--- config.mk ---
export PLATFORM = sky130hd
export DESIGN_NAME = sevseg_scroll_ctrl
export DESIGN_NICKNAME = d
export VERILOG_FILES = /design/src/rtl/sevseg_pkg.sv /design/src/rtl/sevseg_frame_map.sv /design/src/rtl/sevseg_scroll_ctrl.sv
export SDC_FILE = /design/constraint.sdc
export NUM_CORES = 1
export LEC_CHECK = 0
export BUFFER_PORTS_ARGS = -buffer_cell sky130_fd_sc_hd__buf_2
export CAP_MARGIN = 5
export CORE_UTILIZATION = 65
export CTS_CLUSTER_SIZE = 12
export DETAILED_ROUTE_END_ITERATION = 16
export PLACE_DENSITY = 0.86
export SYNTH_ARGS = -nofsm -noshare
export SYNTH_HDL_FRONTEND = slang
export SYNTH_SLANG_ARGS = --single-unit
--- constraint.sdc ---
create_clock -name i_clk -period 26.8 [get_ports i_clk]
set_input_delay 5.36 -clock i_clk [delete_from_list [all_inputs] [get_ports i_clk]]
set_output_delay 5.36 -clock i_clk [all_outputs]
set_load 0.02 [all_outputs]
--- src/rtl/sevseg_pkg.sv ---
// rtl/sevseg_pkg.sv - shared types and constants for the seven-segment scroll sequencer
package sevseg_pkg;

  typedef enum logic [1:0] {
    ST_IDLE = 2'd0,
    ST_LOAD = 2'd1,
    ST_RUN  = 2'd2,
    ST_DONE = 2'd3
  } state_e;

  localparam logic [3:0] REG_CTRL   = 4'd0;
  localparam logic [3:0] REG_STATUS = 4'd1;
  localparam logic [3:0] REG_PERIOD = 4'd2;
  localparam logic [3:0] REG_LENGTH = 4'd3;
  localparam logic [3:0] REG_BUF_LO = 4'd4;
  localparam logic [3:0] REG_BUF_HI = 4'd5;
  localparam logic [3:0] REG_EXT    = 4'd6;

  localparam int CTRL_RUN    = 0;
  localparam int CTRL_LOOP   = 1;
  localparam int CTRL_DIR    = 2;
  localparam int CTRL_IRQ_EN = 3;

  localparam int         NUM_DIGITS = 8;
  localparam logic [7:0] BLANK_EN   = 8'hFF;

  function automatic logic [31:0] apply_sel(input logic [31:0] old_val,
                                            input logic [31:0] wdat,
                                            input logic [3:0]  sel);
    logic [31:0] r;
    r = old_val;
    for (int b = 0; b < 4; b++) begin
      if (sel[b]) r[b*8 +: 8] = wdat[b*8 +: 8];
    end
    return r;
  endfunction

endpackage

--- src/rtl/sevseg_frame_map.sv ---
// rtl/sevseg_frame_map.sv - maps scroll position and message buffer onto the eight digits
module sevseg_frame_map
  import sevseg_pkg::*;
(
  input  logic [4:0]  pos,
  input  logic [4:0]  len,
  input  logic        dir,
  input  logic        static_view,
  input  logic [63:0] buf_nib,
  input  logic [15:0] buf_ext,
  output logic [31:0] digits,
  output logic [7:0]  enables,
  output logic [7:0]  extended
);

  logic [2:0]        j;
  logic signed [5:0] k;
  logic [3:0]        idx;
  logic              in_range;

  always_comb begin
    digits   = '0;
    enables  = BLANK_EN;
    extended = '0;
    j        = '0;
    k        = '0;
    idx      = '0;
    in_range = 1'b0;
    for (int i = 0; i < NUM_DIGITS; i++) begin
      j = dir ? 3'(NUM_DIGITS - 1 - i) : 3'(i);
      // Static view shows nibble i on digit i; scrolling view trails pos by one digit.
      k = static_view ? 6'(i) : ($signed({1'b0, pos}) - 6'sd1 - $signed({3'b000, j}));
      in_range = (k >= 6'sd0) && (k < $signed({1'b0, len}));
      idx = k[3:0];
      if (static_view || in_range) begin
        digits[4*i +: 4] = buf_nib[{idx, 2'b00} +: 4];
        extended[i]      = buf_ext[idx];
      end
      enables[i] = ~in_range;
    end
  end

endmodule

--- src/rtl/sevseg_scroll_ctrl.sv ---
// rtl/sevseg_scroll_ctrl.sv - bus-mapped message scroller driving the eight-digit display registers
module sevseg_scroll_ctrl
  import sevseg_pkg::*;
#(
  parameter int BUF_DEPTH = 16,
  parameter int PERIOD_W  = 24
) (
  input  logic        i_clk,
  input  logic        i_rst,
  input  logic [5:0]  i_wb_adr,
  input  logic [31:0] i_wb_dat,
  input  logic [3:0]  i_wb_sel,
  input  logic        i_wb_we,
  input  logic        i_wb_cyc,
  input  logic        i_wb_stb,
  output logic [31:0] o_wb_rdt,
  output logic        o_wb_ack,
  output logic [31:0] o_digits,
  output logic [7:0]  o_enables,
  output logic [7:0]  o_extended,
  output logic        o_busy,
  output logic        o_done_irq
);

  state_e                state_q, state_d;
  logic [3:0]            ctrl_q, ctrl_d;
  logic [PERIOD_W-1:0]   period_q, period_d;
  logic [4:0]            length_q, length_d;
  logic [63:0]           buf_q, buf_d;
  logic [15:0]           ext_q, ext_d;
  logic                  done_q, done_d;
  logic [4:0]            len_q, len_d;
  logic [PERIOD_W-1:0]   per_q, per_d;
  logic                  dir_q, dir_d;
  logic [4:0]            pos_q, pos_d;
  logic [PERIOD_W-1:0]   tick_q, tick_d;
  logic                  busy_q, busy_d;
  logic                  rearm_q, rearm_d;
  logic [31:0]           digits_q, digits_d;
  logic [7:0]            enables_q, enables_d;
  logic [7:0]            extended_q, extended_d;
  logic                  ack_q, ack_d;
  logic [31:0]           rdt_q, rdt_d;

  logic                  run, access, wr, step, last, show_static;
  logic [3:0]            word;
  logic [4:0]            len_clamped;
  logic [PERIOD_W-1:0]   per_eff;
  logic [31:0]           map_digits;
  logic [7:0]            map_enables, map_extended;
  logic                  unused_adr;

  assign unused_adr  = ^i_wb_adr[1:0];
  assign run         = ctrl_q[CTRL_RUN];
  assign access      = i_wb_cyc & i_wb_stb & ~ack_q;
  assign wr          = access & i_wb_we;
  assign word        = i_wb_adr[5:2];
  assign len_clamped = (length_q > 5'(BUF_DEPTH)) ? 5'(BUF_DEPTH) : length_q;
  assign per_eff     = (period_q == '0) ? PERIOD_W'(1) : period_q;
  assign step        = (tick_q == per_q - PERIOD_W'(1));
  assign last        = (pos_q == len_q + 5'd7);
  assign show_static = (state_q == ST_IDLE) && !run;

  sevseg_frame_map u_frame_map (
    .pos         (pos_q),
    .len         ((state_q == ST_RUN) ? len_q : len_clamped),
    .dir         ((state_q == ST_RUN) ? dir_q : 1'b0),
    .static_view (state_q != ST_RUN),
    .buf_nib     (buf_q),
    .buf_ext     (ext_q),
    .digits      (map_digits),
    .enables     (map_enables),
    .extended    (map_extended)
  );

  always_ff @(posedge i_clk or posedge i_rst) begin
    if (i_rst) begin
      state_q    <= ST_IDLE;
      ctrl_q     <= '0;
      period_q   <= '0;
      length_q   <= '0;
      buf_q      <= '0;
      ext_q      <= '0;
      done_q     <= 1'b0;
      len_q      <= '0;
      per_q      <= '0;
      dir_q      <= 1'b0;
      pos_q      <= '0;
      tick_q     <= '0;
      busy_q     <= 1'b0;
      rearm_q    <= 1'b0;
      digits_q   <= '0;
      enables_q  <= BLANK_EN;
      extended_q <= '0;
      ack_q      <= 1'b0;
      rdt_q      <= '0;
    end else begin
      state_q    <= state_d;
      ctrl_q     <= ctrl_d;
      period_q   <= period_d;
      length_q   <= length_d;
      buf_q      <= buf_d;
      ext_q      <= ext_d;
      done_q     <= done_d;
      len_q      <= len_d;
      per_q      <= per_d;
      dir_q      <= dir_d;
      pos_q      <= pos_d;
      tick_q     <= tick_d;
      busy_q     <= busy_d;
      rearm_q    <= rearm_d;
      digits_q   <= digits_d;
      enables_q  <= enables_d;
      extended_q <= extended_d;
      ack_q      <= ack_d;
      rdt_q      <= rdt_d;
    end
  end

  always_comb begin
    state_d = state_q;
    case (state_q)
      ST_IDLE: if (run && len_clamped != 5'd0 && !rearm_q) state_d = ST_LOAD;
      ST_LOAD: state_d = ST_RUN;
      ST_RUN: begin
        if (!run)                               state_d = ST_IDLE;
        else if (step && last && !ctrl_q[CTRL_LOOP]) state_d = ST_DONE;
      end
      default: state_d = ST_IDLE;
    endcase
  end

  always_comb begin
    ctrl_d   = ctrl_q;
    period_d = period_q;
    length_d = length_q;
    buf_d    = buf_q;
    ext_d    = ext_q;
    done_d   = done_q;
    len_d    = len_q;
    per_d    = per_q;
    dir_d    = dir_q;
    pos_d    = pos_q;
    tick_d   = tick_q;
    rdt_d    = rdt_q;
    ack_d    = access;

    if (access) begin
      case (word)
        REG_CTRL:   rdt_d = {28'd0, ctrl_q};
        REG_STATUS: rdt_d = {19'd0, pos_q, 6'd0, done_q, busy_q};
        REG_PERIOD: rdt_d = 32'(period_q);
        REG_LENGTH: rdt_d = {27'd0, length_q};
        REG_BUF_LO: rdt_d = buf_q[31:0];
        REG_BUF_HI: rdt_d = buf_q[63:32];
        REG_EXT:    rdt_d = {16'd0, ext_q};
        default:    rdt_d = '0;
      endcase
    end

    if (wr) begin
      case (word)
        REG_CTRL:   ctrl_d        = 4'(apply_sel(32'(ctrl_q), i_wb_dat, i_wb_sel));
        REG_STATUS: if (i_wb_sel[0] && i_wb_dat[1]) done_d = 1'b0;
        REG_PERIOD: period_d      = PERIOD_W'(apply_sel(32'(period_q), i_wb_dat, i_wb_sel));
        REG_LENGTH: length_d      = 5'(apply_sel(32'(length_q), i_wb_dat, i_wb_sel));
        REG_BUF_LO: buf_d[31:0]   = apply_sel(buf_q[31:0], i_wb_dat, i_wb_sel);
        REG_BUF_HI: buf_d[63:32]  = apply_sel(buf_q[63:32], i_wb_dat, i_wb_sel);
        REG_EXT:    ext_d         = 16'(apply_sel(32'(ext_q), i_wb_dat, i_wb_sel));
        default:    ;
      endcase
    end

    // Completion outranks a same-cycle clear so a pass end is never lost.
    if (state_q == ST_DONE) done_d = 1'b1;

    case (state_q)
      ST_LOAD: begin
        len_d  = len_clamped;
        per_d  = per_eff;
        dir_d  = ctrl_q[CTRL_DIR];
        pos_d  = '0;
        tick_d = '0;
      end
      ST_RUN: begin
        if (step) begin
          tick_d = '0;
          pos_d  = last ? 5'd0 : pos_q + 5'd1;
        end else begin
          tick_d = tick_q + PERIOD_W'(1);
        end
      end
      default: ;
    endcase
  end

  always_comb begin
    busy_d  = (state_d == ST_LOAD) || (state_d == ST_RUN);
    rearm_d = rearm_q;
    if (state_q == ST_DONE) rearm_d = 1'b1;
    else if (!run)          rearm_d = 1'b0;
    if ((state_q == ST_RUN) || show_static) begin
      digits_d   = map_digits;
      enables_d  = map_enables;
      extended_d = map_extended;
    end else begin
      digits_d   = '0;
      enables_d  = BLANK_EN;
      extended_d = '0;
    end
  end

  assign o_wb_rdt   = rdt_q;
  assign o_wb_ack   = ack_q;
  assign o_digits   = digits_q;
  assign o_enables  = enables_q;
  assign o_extended = extended_q;
  assign o_busy     = busy_q;
  assign o_done_irq = done_q & ctrl_q[CTRL_IRQ_EN];

endmodule

Yosys cells after proc, flatten, opt, wreduce, memory -nomap -nowiden. Cells that the tools add are included.

$add $sub $neg: 13. $mul: 0. Divide/modulo/power cells: 0. $lt $le $gt $ge: 25. Eq/ne operators: 16. Shift operators: 8. Multiplexer cells: 71. Bitwise operators: 13. Reductions and logical operators: 52.

Operators with widths (count): 64-bit by 7-bit indexed part select with 4-bit output (8); 32-bit one-hot mux with 7 select lines (1); 6-bit by 1-bit >= comparator with 1-bit output, second input constant (8); 6-bit less-than comparator (8); 24-bit 2-to-1 mux (2); 6-bit 2-to-1 mux (8); 24-bit one-hot mux with 2 select lines (1); 3-bit AND reduction (16); 6-bit by 4-bit subtractor with 6-bit output (8); 4-bit by 5-bit less-than comparator with 1-bit output, second input constant (8); 1-bit binary-select mux with 4-bit select (8); 32-bit 2-to-1 mux (1); 4-bit 2-to-1 mux (8); 24-bit by 1-bit adder with 24-bit output, second input constant (1); 24-bit == test (1); 24-bit zero test (1); 3-bit 2-to-1 mux (8); 24-bit by 1-bit subtractor with 24-bit output, second input constant (1); 1-bit 2-to-1 mux (23); 5-bit 2-to-1 mux (4); 8-bit 2-to-1 mux (2); 1-bit logical AND (14); 4-bit by 3-bit == test with 1-bit output, second input constant (3); 1-bit logical OR (10); 22 further kinds (45).

Bits in registers: 258. Bits in latches: 0. Memory bits (writable): 0. Memory bits (read-only): 0. Input bits: 47. Output and inout bits: 83. Word-level logic and storage cells: 227. Memories: 0.

Longest topological paths before layout. Gate-level depths: netlist (run 1).

Word-level depth: 10. Mapped depth: 24. Gate-level depth less buffers: 17.

By module. Synthesis (run 1) repeated with hierarchy kept, for this count alone.

Cells, all modules: 1536. Area, all modules: 17030.1 µm².

By module, submodules not included: sevseg_scroll_ctrl (times used 1, cells each 1011, area an instance 11833.8 µm², sequential area each 6466.2 µm²); sevseg_frame_map (times used 1, cells each 525, area an instance 5196.2 µm², sequential area each 0.0 µm²).

Worst setup path after synthesis (run 1). No wires, ideal clock.

Path type: input-to-reg. Start point: input i_wb_adr[4]. End point: register buf_q[10]. Setup time: 0.125 ns. Arrival time: 6.985 ns. Data required time: 26.675 ns. Path slack: 19.691 ns. Cell stages on the path: 6. Path buffers: 2. Path through: clkbuf_1 > nand2b_1 > nor3_1 > clkbuf_1 > nand2_1 > mux2_2.

Longest elaborated chain between the ends: 2.

Ends and longest elaborated chain: start: declaration (line sevseg_scroll_ctrl.sv:10) `input logic [5:0] i_wb_adr,`; 4-bit by 3-bit == test with 1-bit output (line sevseg_scroll_ctrl.sv:162) `case (word)`; 3-bit AND reduction (no source line); end signal: assignment (line sevseg_scroll_ctrl.sv:102) `buf_q <= buf_d;`; end: declaration (line sevseg_scroll_ctrl.sv:29) `logic [63:0] buf_q, buf_d;`.

No other way between the ends. A chain may end at the register's enable or synchronous reset.

Worst setup path in the final report (run 1).
Start point: input i_wb_cyc. End point: register rdt_q[10] (netlist: o_wb_rdt[10]).

Longest elaborated chain between the ends: 2.

Ends and longest elaborated chain: start: declaration (line sevseg_scroll_ctrl.sv:14) `input logic i_wb_cyc,`; 1-bit bitwise AND (2 in a row) (line sevseg_scroll_ctrl.sv:55) `assign access = i_wb_cyc & i_wb_stb & ~ack_q;`; via access (line sevseg_scroll_ctrl.sv:45) `logic run, access, wr, step, last, show_static;`; end signal: assignment (line sevseg_scroll_ctrl.sv:116) `rdt_q <= rdt_d;`; end: declaration (line sevseg_scroll_ctrl.sv:43) `logic [31:0] rdt_q, rdt_d;`.

The timed path passes the listed nets, and every way through them passes these cells.

==> impl_results.md, run 1 <==
* Outcome: completed
* Worst slew pin tran at 1.18 ns
* Critical Path Source: i_wb_cyc
* Worst setup SP type: primary input
* F_max at 0.137 GHz
* GPL Wtd Cong at 0.940
* Reg2reg setup slack at 21.76 ns
* Mapped Area at 16,000 µm²
* Final setup fails at 0
* Largest family of logic cells by synthesized area: multiplexers
* Dpl hpwl at 32,000 µm
* Syn_nets at 1,506
* Met3 usage at 9.56%
* First-pass GRT wire length at 69,500 µm
* Final Util at 73.0%
* Leading area contributor after synthesis: dfrtp_1
* # hold bufs at CTS at 0
* Final WL at 44,200 µm
* Maximum net fanout on the critical path at 33
* Sequential-to-total area share from yosys stat at 40.4%
* Initial antenna violation count at 4
* Syn avg cell area at 11.3 µm²
* Initial DRC count at 1,406
* CTS Buf Count at 27
* Tmin final at 7.29 ns
* DIE AREA at 25,200 µm²
* Compound-Gate Fraction of Synth Area at 10.7%
* Sink Count at 258
* Critical Path Sink Type: register
* Routing usage on met1 at 46.3%
* Wire length per cell at 24.0 µm
* Post-Synth Simple-Gate Area at 11.3%
* RSZ-0062 raised after global routing: no
* Tot Pwr at 0.915 mW
* Lkg Pwr at 8.67 nW
* Final Skew at 0.0135 ns
* Post-Syn Instances at 1,411
* Worst EP required at 27.25 ns
* Post-placement cell area at 16,800 µm²
* Share of the synthesized area in the top cell type at 39.1%
* # H-tree levels at 1
* Post-Synth Adder-Cell Area at 3.94%
* Chip width at 159 µm
* Main flop type after synthesis: dfrtp_1
* Post-CTS Setup Inserts at 0
* GRT Total Usage at 35.4%
* Fin. max-slew vios at 0
* Area contributors post-synth: dfrtp_1, mux4_2, mux2_2, mux2i_1, ha_1
* Area grow syn2layout at 10.6%
* Ys Warns at 0
* R2R depth at 18
* Ports at 130
* R2r endpoint: o_digits[18]
* DIE HEIGHT at 159 µm
* Core area at 24,200 µm²
* Worst endpoint data arrival time at 7.74 ns
* Layout cells sized above 1 at 28.1%
* Distinct cell type count of the synthesized netlist at 71
* DRC errors left at 0
* Root Buffer: clkbuf_16
* Headroom to the max-slew limit at 20.8%
* Grt total ovfl at 0
* CTS tree: done
* M2 GR Usage at 55.7%
* Number of routed nets with antenna violations at 0
* Post-Layout Inst Area at 17,700 µm²
* Drt first pass iters at 6
* Maximum Capacitance Violations at 0
* VDD IR max at 0.0000588 V
* Period utilization at 27.2%
* Critical path type: primary input to register
* Post-synthesis xor/xnor area fraction at 3.18%
* Post-CTS sizing at 0
* Yosys reg bits at 258
* Worst-Skew Late Latency at 0.56 ns
* Vias in the first global route at 12,500
* Num rows at 57
* Largest net degree at the start of global routing at 100
* Crit path to: o_wb_rdt[10]
* Post-synthesis mux area share at 27.2%
* Total negative slack at 0 ns
* Async SR Flop Fraction at 100%
* Hold Vio Cnt, Final at 0
* Via count at 12,900
* Most crowded layer after global routing: met2
* Clk slew on worst S/H paths at 0.06 ns
* Number of synthesized flops with an enable pin at 0
* Power density cells at 51.7 nW/µm²
* Worst min-delay path class: register to register
* Final net count at 1,593
* Clock Path Buffers at 3
* Vias/cell at 6.98
* Initial core utilization at 66.0%
* Input/output buffers at 127
* RR Startpoint: state_q[0]
## worst min-delay path by stage
stage,start,endpoint,slack (ns),cells past startpoint
after floorplan,rearm_q,rearm_q,0.45,1
after CTS,o_wb_rdt[5],o_wb_rdt[5],0.48,1
after global placement,o_wb_rdt[12],o_wb_rdt[12],0.46,1
final,o_wb_rdt[18],o_wb_rdt[18],0.47,2
after global routing,o_wb_rdt[15],o_wb_rdt[15],0.49,1
after detailed placement,o_wb_rdt[9],o_wb_rdt[9],0.46,1
## sequential cells by signal, indices dropped and copies added (netlist names), 2 cells and up
signal,count
o_enables,8
o_extended,8
length_q,5
per_q,24
ctrl_q,4
buf_q,64
ext_q,16
state_q,2
pos_q,5
tick_q,24
o_wb_rdt,32
period_q,24
o_digits,32
len_q,5
## logic make-up after synthesis
family,count (synthesis)
XOR/XNOR,58
AND/OR/NAND/NOR,342
flip-flops,258
buffers and inverters,133
AO/OA/AOI/OAI,255
adder cells (fa/ha/maj),48
multiplexers,317
## cell type report
type	count	area (µm²)
diodes	4	10.0
clock buffers	36	719
clock inverters	8	133
fillers	1630	6550
inverters	52	203
multi-input cells	1020	9040
flip-flops and latches	258	6470
well taps	324	405
repair buffers	139	726
## through the flow
| stage | std cells | hold WS, ns | setup WS (ns) |
|---|---|---|---|
| final | 1841 | 0.473 | 19.51 |
| after detailed placement | 1793 | 0.463 | 19.06 |
| after floorplan | 1411 | 0.451 | 14.35 |
| after global placement | 1793 | 0.458 | 19.09 |
| after global routing | 1839 | 0.493 | 19.41 |
| after CTS | 1837 | 0.480 | 19.63 |
## per-layer routing
metal	wire (µm)	part of all wire (%)
met1	16600	38
met2	20400	46
met3	4980	11
met4	2190	4.9
met5	13	0.029
## placed cells by master (no fill, tap or decap), drive strengths merged, types with 8 or more instances in the layout
cell type    n
dfrtp      250
mux2       140
buf        139
mux2i       97
mux4        80
nand2       79
o21ai       66
nor2        63
inv         52
a21oi       44
ha          44
xnor2       39
nor2b       36
clkbuf      36
a22oi       32
nand3       29
nor3        25
and2        20
xor2        19
nor4        19
nand4       17
a21o        15
o2bb2ai     15
a222oi      13
a211oi      10
and3         9
o22ai        9
or3          8
o31ai        8
dfstp        8
or4          8
## critical path: stages
cell and delay (ns):
buf_2 0.10, nand2_1 0.04, or2_2 0.57, inv_2 0.25
nand2_1 0.93, a21oi_1 0.24, a21o_1 0.24
## report_power, final
part / leakage [nW] / switching [mW] / internal [mW]
Clock: 0.413 / 0.156 / 0.216
Sequential: 3.53 / 0.0257 / 0.412
Combinational: 4.73 / 0.0595 / 0.0462
## Yosys cell counts (all sizes together) (7+ instances only)
| library cell | instances |
|---|---|
| o21ai | 66 |
| dfrtp | 250 |
| or4 | 8 |
| a222oi | 13 |
| mux2 | 140 |
| nor4 | 19 |
| a21oi | 44 |
| inv | 51 |
| or3 | 8 |
| a211oi | 10 |
| ha | 44 |
| o31ai | 8 |
| nor2 | 63 |
| buf | 19 |
| and2 | 20 |
| o22ai | 9 |
| a22oi | 32 |
| nor3 | 25 |
| mux4 | 80 |
| nand3 | 29 |
| nor2b | 36 |
| xor2 | 19 |
| a21o | 15 |
| a31oi | 7 |
| o2bb2ai | 15 |
| nand2 | 79 |
| and3 | 9 |
| dfstp | 8 |
| xnor2 | 39 |
| nand4 | 17 |
| clkbuf | 62 |
| mux2i | 97 |
Power figures use the tool's default switching activity.
==> run 2, diff against run 1 <==
--- a/config.mk
+++ b/config.mk
@@ -7,10 +7,10 @@
 export LEC_CHECK = 0
 export BUFFER_PORTS_ARGS = -buffer_cell sky130_fd_sc_hd__buf_2
 export CAP_MARGIN = 5
-export CORE_UTILIZATION = 65
+export CORE_UTILIZATION = 55
 export CTS_CLUSTER_SIZE = 12
 export DETAILED_ROUTE_END_ITERATION = 16
-export PLACE_DENSITY = 0.86
+export PLACE_DENSITY = 0.77
 export SYNTH_ARGS = -nofsm -noshare
 export SYNTH_HDL_FRONTEND = slang
 export SYNTH_SLANG_ARGS = --single-unit
==> constraint.sdc (replaced) <==
create_clock -name i_clk -period 6 [get_ports i_clk]
set_input_delay 1.2 -clock i_clk [delete_from_list [all_inputs] [get_ports i_clk]]
set_output_delay 1.2 -clock i_clk [all_outputs]
set_load 0.02 [all_outputs]
==> impl_results.md, run 2 (same netlist as run 1, synthesis figures left out) <==
* Final Util at 62.1% (was 73.0%)
* Reg2reg setup slack at 1.54 ns (was 21.76 ns)
* Final WL at 43,300 µm (was 44,200 µm)
* Outcome: completed (unchanged)
* CTS tree: done (unchanged)
* Maximum Capacitance Violations at 0 (unchanged)
* Drt first pass iters at 8 (was 6)
* Worst min-delay path class: register to register (unchanged)
* RSZ-0062 raised after global routing: no (unchanged)
* Tmin final at 4.46 ns
* Core area at 28,600 µm² (was 24,200 µm²)
* Root Buffer: clkbuf_16 (unchanged)
* Hold Crit Depth at 1 (was 2)
* Final setup margin at 1.54 ns (was 19.51 ns)
* Critical Path Sink Type: register (unchanged)
* RR Startpoint: state_q[0] (unchanged)
* Post-CTS sizing at 0 (unchanged)
* Ports at 130 (unchanged)
* Dpl hpwl at 32,100 µm (was 32,000 µm)
* Number of routed nets with antenna violations at 0 (unchanged)
* Area grow syn2layout at 11.1% (was 10.6%)
* Period utilization at 74.4%
* Power density cells at 226 nW/µm² (was 51.7 nW/µm²)
* Grt total ovfl at 0 (unchanged)
* Num rows at 62 (was 57)
* # H-tree levels at 1 (unchanged)
* Most frequent cells in the layout: dfrtp_1, mux2_2, buf_2 (unchanged)
* Sink Count at 258 (unchanged)
* Hold path startpoint: o_wb_rdt[6] (was o_wb_rdt[18])
* Wire length per cell at 22.7 µm (was 24.0 µm)
* Vias/cell at 6.49 (was 6.98)
* Final net count at 1,595 (was 1,593)
* Placed Cells at 1,855 (was 1,793)
* DIE AREA at 29,800 µm² (was 25,200 µm²)
* Multi-input gate area at 9040 µm² (unchanged)
* Leading cell type in the layout, fill and taps excluded: dfrtp_1 (unchanged)
* First-pass GRT wire length at 67,800 µm (was 69,500 µm)
* Layout fillers at 2,283 (was 1,630)
* DRC errors left at 0 (unchanged)
* Post-placement cell area at 16,900 µm² (was 16,800 µm²)
* Initial core utilization at 55.9% (was 66.0%)
* Post-Layout Inst Area at 17,800 µm² (was 17,700 µm²)
* Critical path type: register to register (was primary input to register)
* Via count at 12,400 (was 12,900)
* Headroom to the max-slew limit at 27.7% (was 20.8%)
* Final setup fails at 0 (unchanged)
* Final Non-Filler Cells at 1,904 (was 1,841)
* # hold bufs at CTS at 0 (unchanged)
* F_max at 0.224 GHz
* Largest Register: buf_q (unchanged)
* Lkg Pwr at 8.67 nW (about the same)
* Worst-Skew Late Latency at 0.57 ns (was 0.56 ns)
* Max reg flops at 64 (unchanged)
* R2R depth at 17 (was 18)
* Post-CTS Setup Inserts at 0 (unchanged)
* CTS Buf Count at 27 (unchanged)
* Chip width at 173 µm (was 159 µm)
* R2r endpoint: o_extended[2] (was o_digits[18])
* Initial DRC count at 975 (was 1,406)
* DIE HEIGHT at 173 µm (was 159 µm)
* Worst slew pin tran at 1.08 ns (was 1.18 ns)
* Clock Path Buffers at 3 (unchanged)
* Clk slew on worst S/H paths at 0.06 ns (about the same)
* GPL Wtd Cong at 0.957 (was 0.940)
* Final Skew at 0.0222 ns (was 0.0135 ns)
* Endpoint, Worst Hold: o_wb_rdt[6] (was o_wb_rdt[18])
* GRT Total Usage at 29.0% (was 35.4%)
* Total negative slack at 0 ns (unchanged)
* Largest net degree at the start of global routing at 133 (was 100)
* Worst EP required at 6.48 ns (was 27.25 ns)
* Pre-CTS setup slack at 1.55 ns (was 19.06 ns)
* Maximum net fanout on the critical path at 12 (was 33)
* Worst endpoint data arrival time at 4.94 ns (was 7.74 ns)
* Vias in the first global route at 12,000 (was 12,500)
* Fin. max-slew vios at 0 (unchanged)
* Register Area at 6470 µm² (unchanged)
* Layout cells sized above 1 at 28.0% (was 28.1%)
* Initial antenna violation count at 2 (was 4)
* VDD IR max at 0.000334 V (was 0.0000588 V)
* Worst setup SP type: register (was primary input)
* Input/output buffers at 127 (unchanged)
* Hold Vio Cnt, Final at 0 (unchanged)
[run 2: cell types whose count changed in the layout (fill, tap and decap cells not counted)]
cell / change
clkinv_2: -3
bufinv_16: -2
clkbuf_1: +4
clkinv_4: +2
inv_8: -1
diode_2: -1
clkbuf_8: +2
buf_12: +1
buf_4: +1
[run 2: routing by layer]
| layer | part of all wire, % | vias to the layer above | GRT usage, % |
|---|---|---|---|
| met5 | 0 | - | 0 |
| met4 | 3.2 | 0 | 8.48 |
| met3 | 11 | 102 | 8.86 |
| met2 | 46 | 630 | 45.2 |
| met1 | 40 | 6140 | 39.3 |
| li1 | - | 5482 | - |
[run 2: cell type report]
type	count	area share, %
diodes	3	0.0422
clock buffers	42	4.29
clock inverters	4	0.380
inverters	52	1.12
multi-input cells	1020	50.8
flip-flops and latches	258	36.4
well taps	384	2.70
repair buffers	141	4.24
[run 2: worst max-delay path by stage]
stage / startpoint / endpoint / slack (ns) / depth (start not counted)
floorplan: state_q[0] / o_digits[10] / 0.50 / 23
global placement: state_q[0] / o_digits[9] / 1.73 / 17
detailed placement: state_q[0] / o_extended[2] / 1.55 / 17
CTS: state_q[0] / o_extended[2] / 1.52 / 17
global route: state_q[0] / o_extended[2] / 1.23 / 17
finish: state_q[0] / o_extended[2] / 1.54 / 17
[run 2: through the flow]
| stage | hold slack [ns] | power (mW) |
|---|---|---|
| final | 0.472 | 4.02 |
| after global routing | 0.491 | 4.15 |
| after CTS | 0.474 | 4.03 |
| after detailed placement | 0.460 | 2.44 |
| after global placement | 0.457 | 2.42 |
| after floorplan | 0.451 | 2.25 |
[run 2: worst max-delay path, cell delays in order, from the launching register on]
cell and delay [ns]:
dfrtp_1 0.49, inv_1 0.15, ha_1 0.18, nand2_1 0.17, inv_1 0.29, ha_1 0.27
inv_1 0.08, fa_1 0.40, xor2_1 0.18, nand2_1 0.53, inv_1 0.11, ha_1 0.29
nor2b_1 0.13, o21a_1 0.18, o21a_1 0.16, a2111o_1 0.41, nor2b_1 0.21, nor2b_1 0.15
[run 2: power by group]
part	switching [mW]	internal (mW)
sequential	0.113	1.84
combinational	0.262	0.207
clock	0.691	0.914
total	1.07	2.96
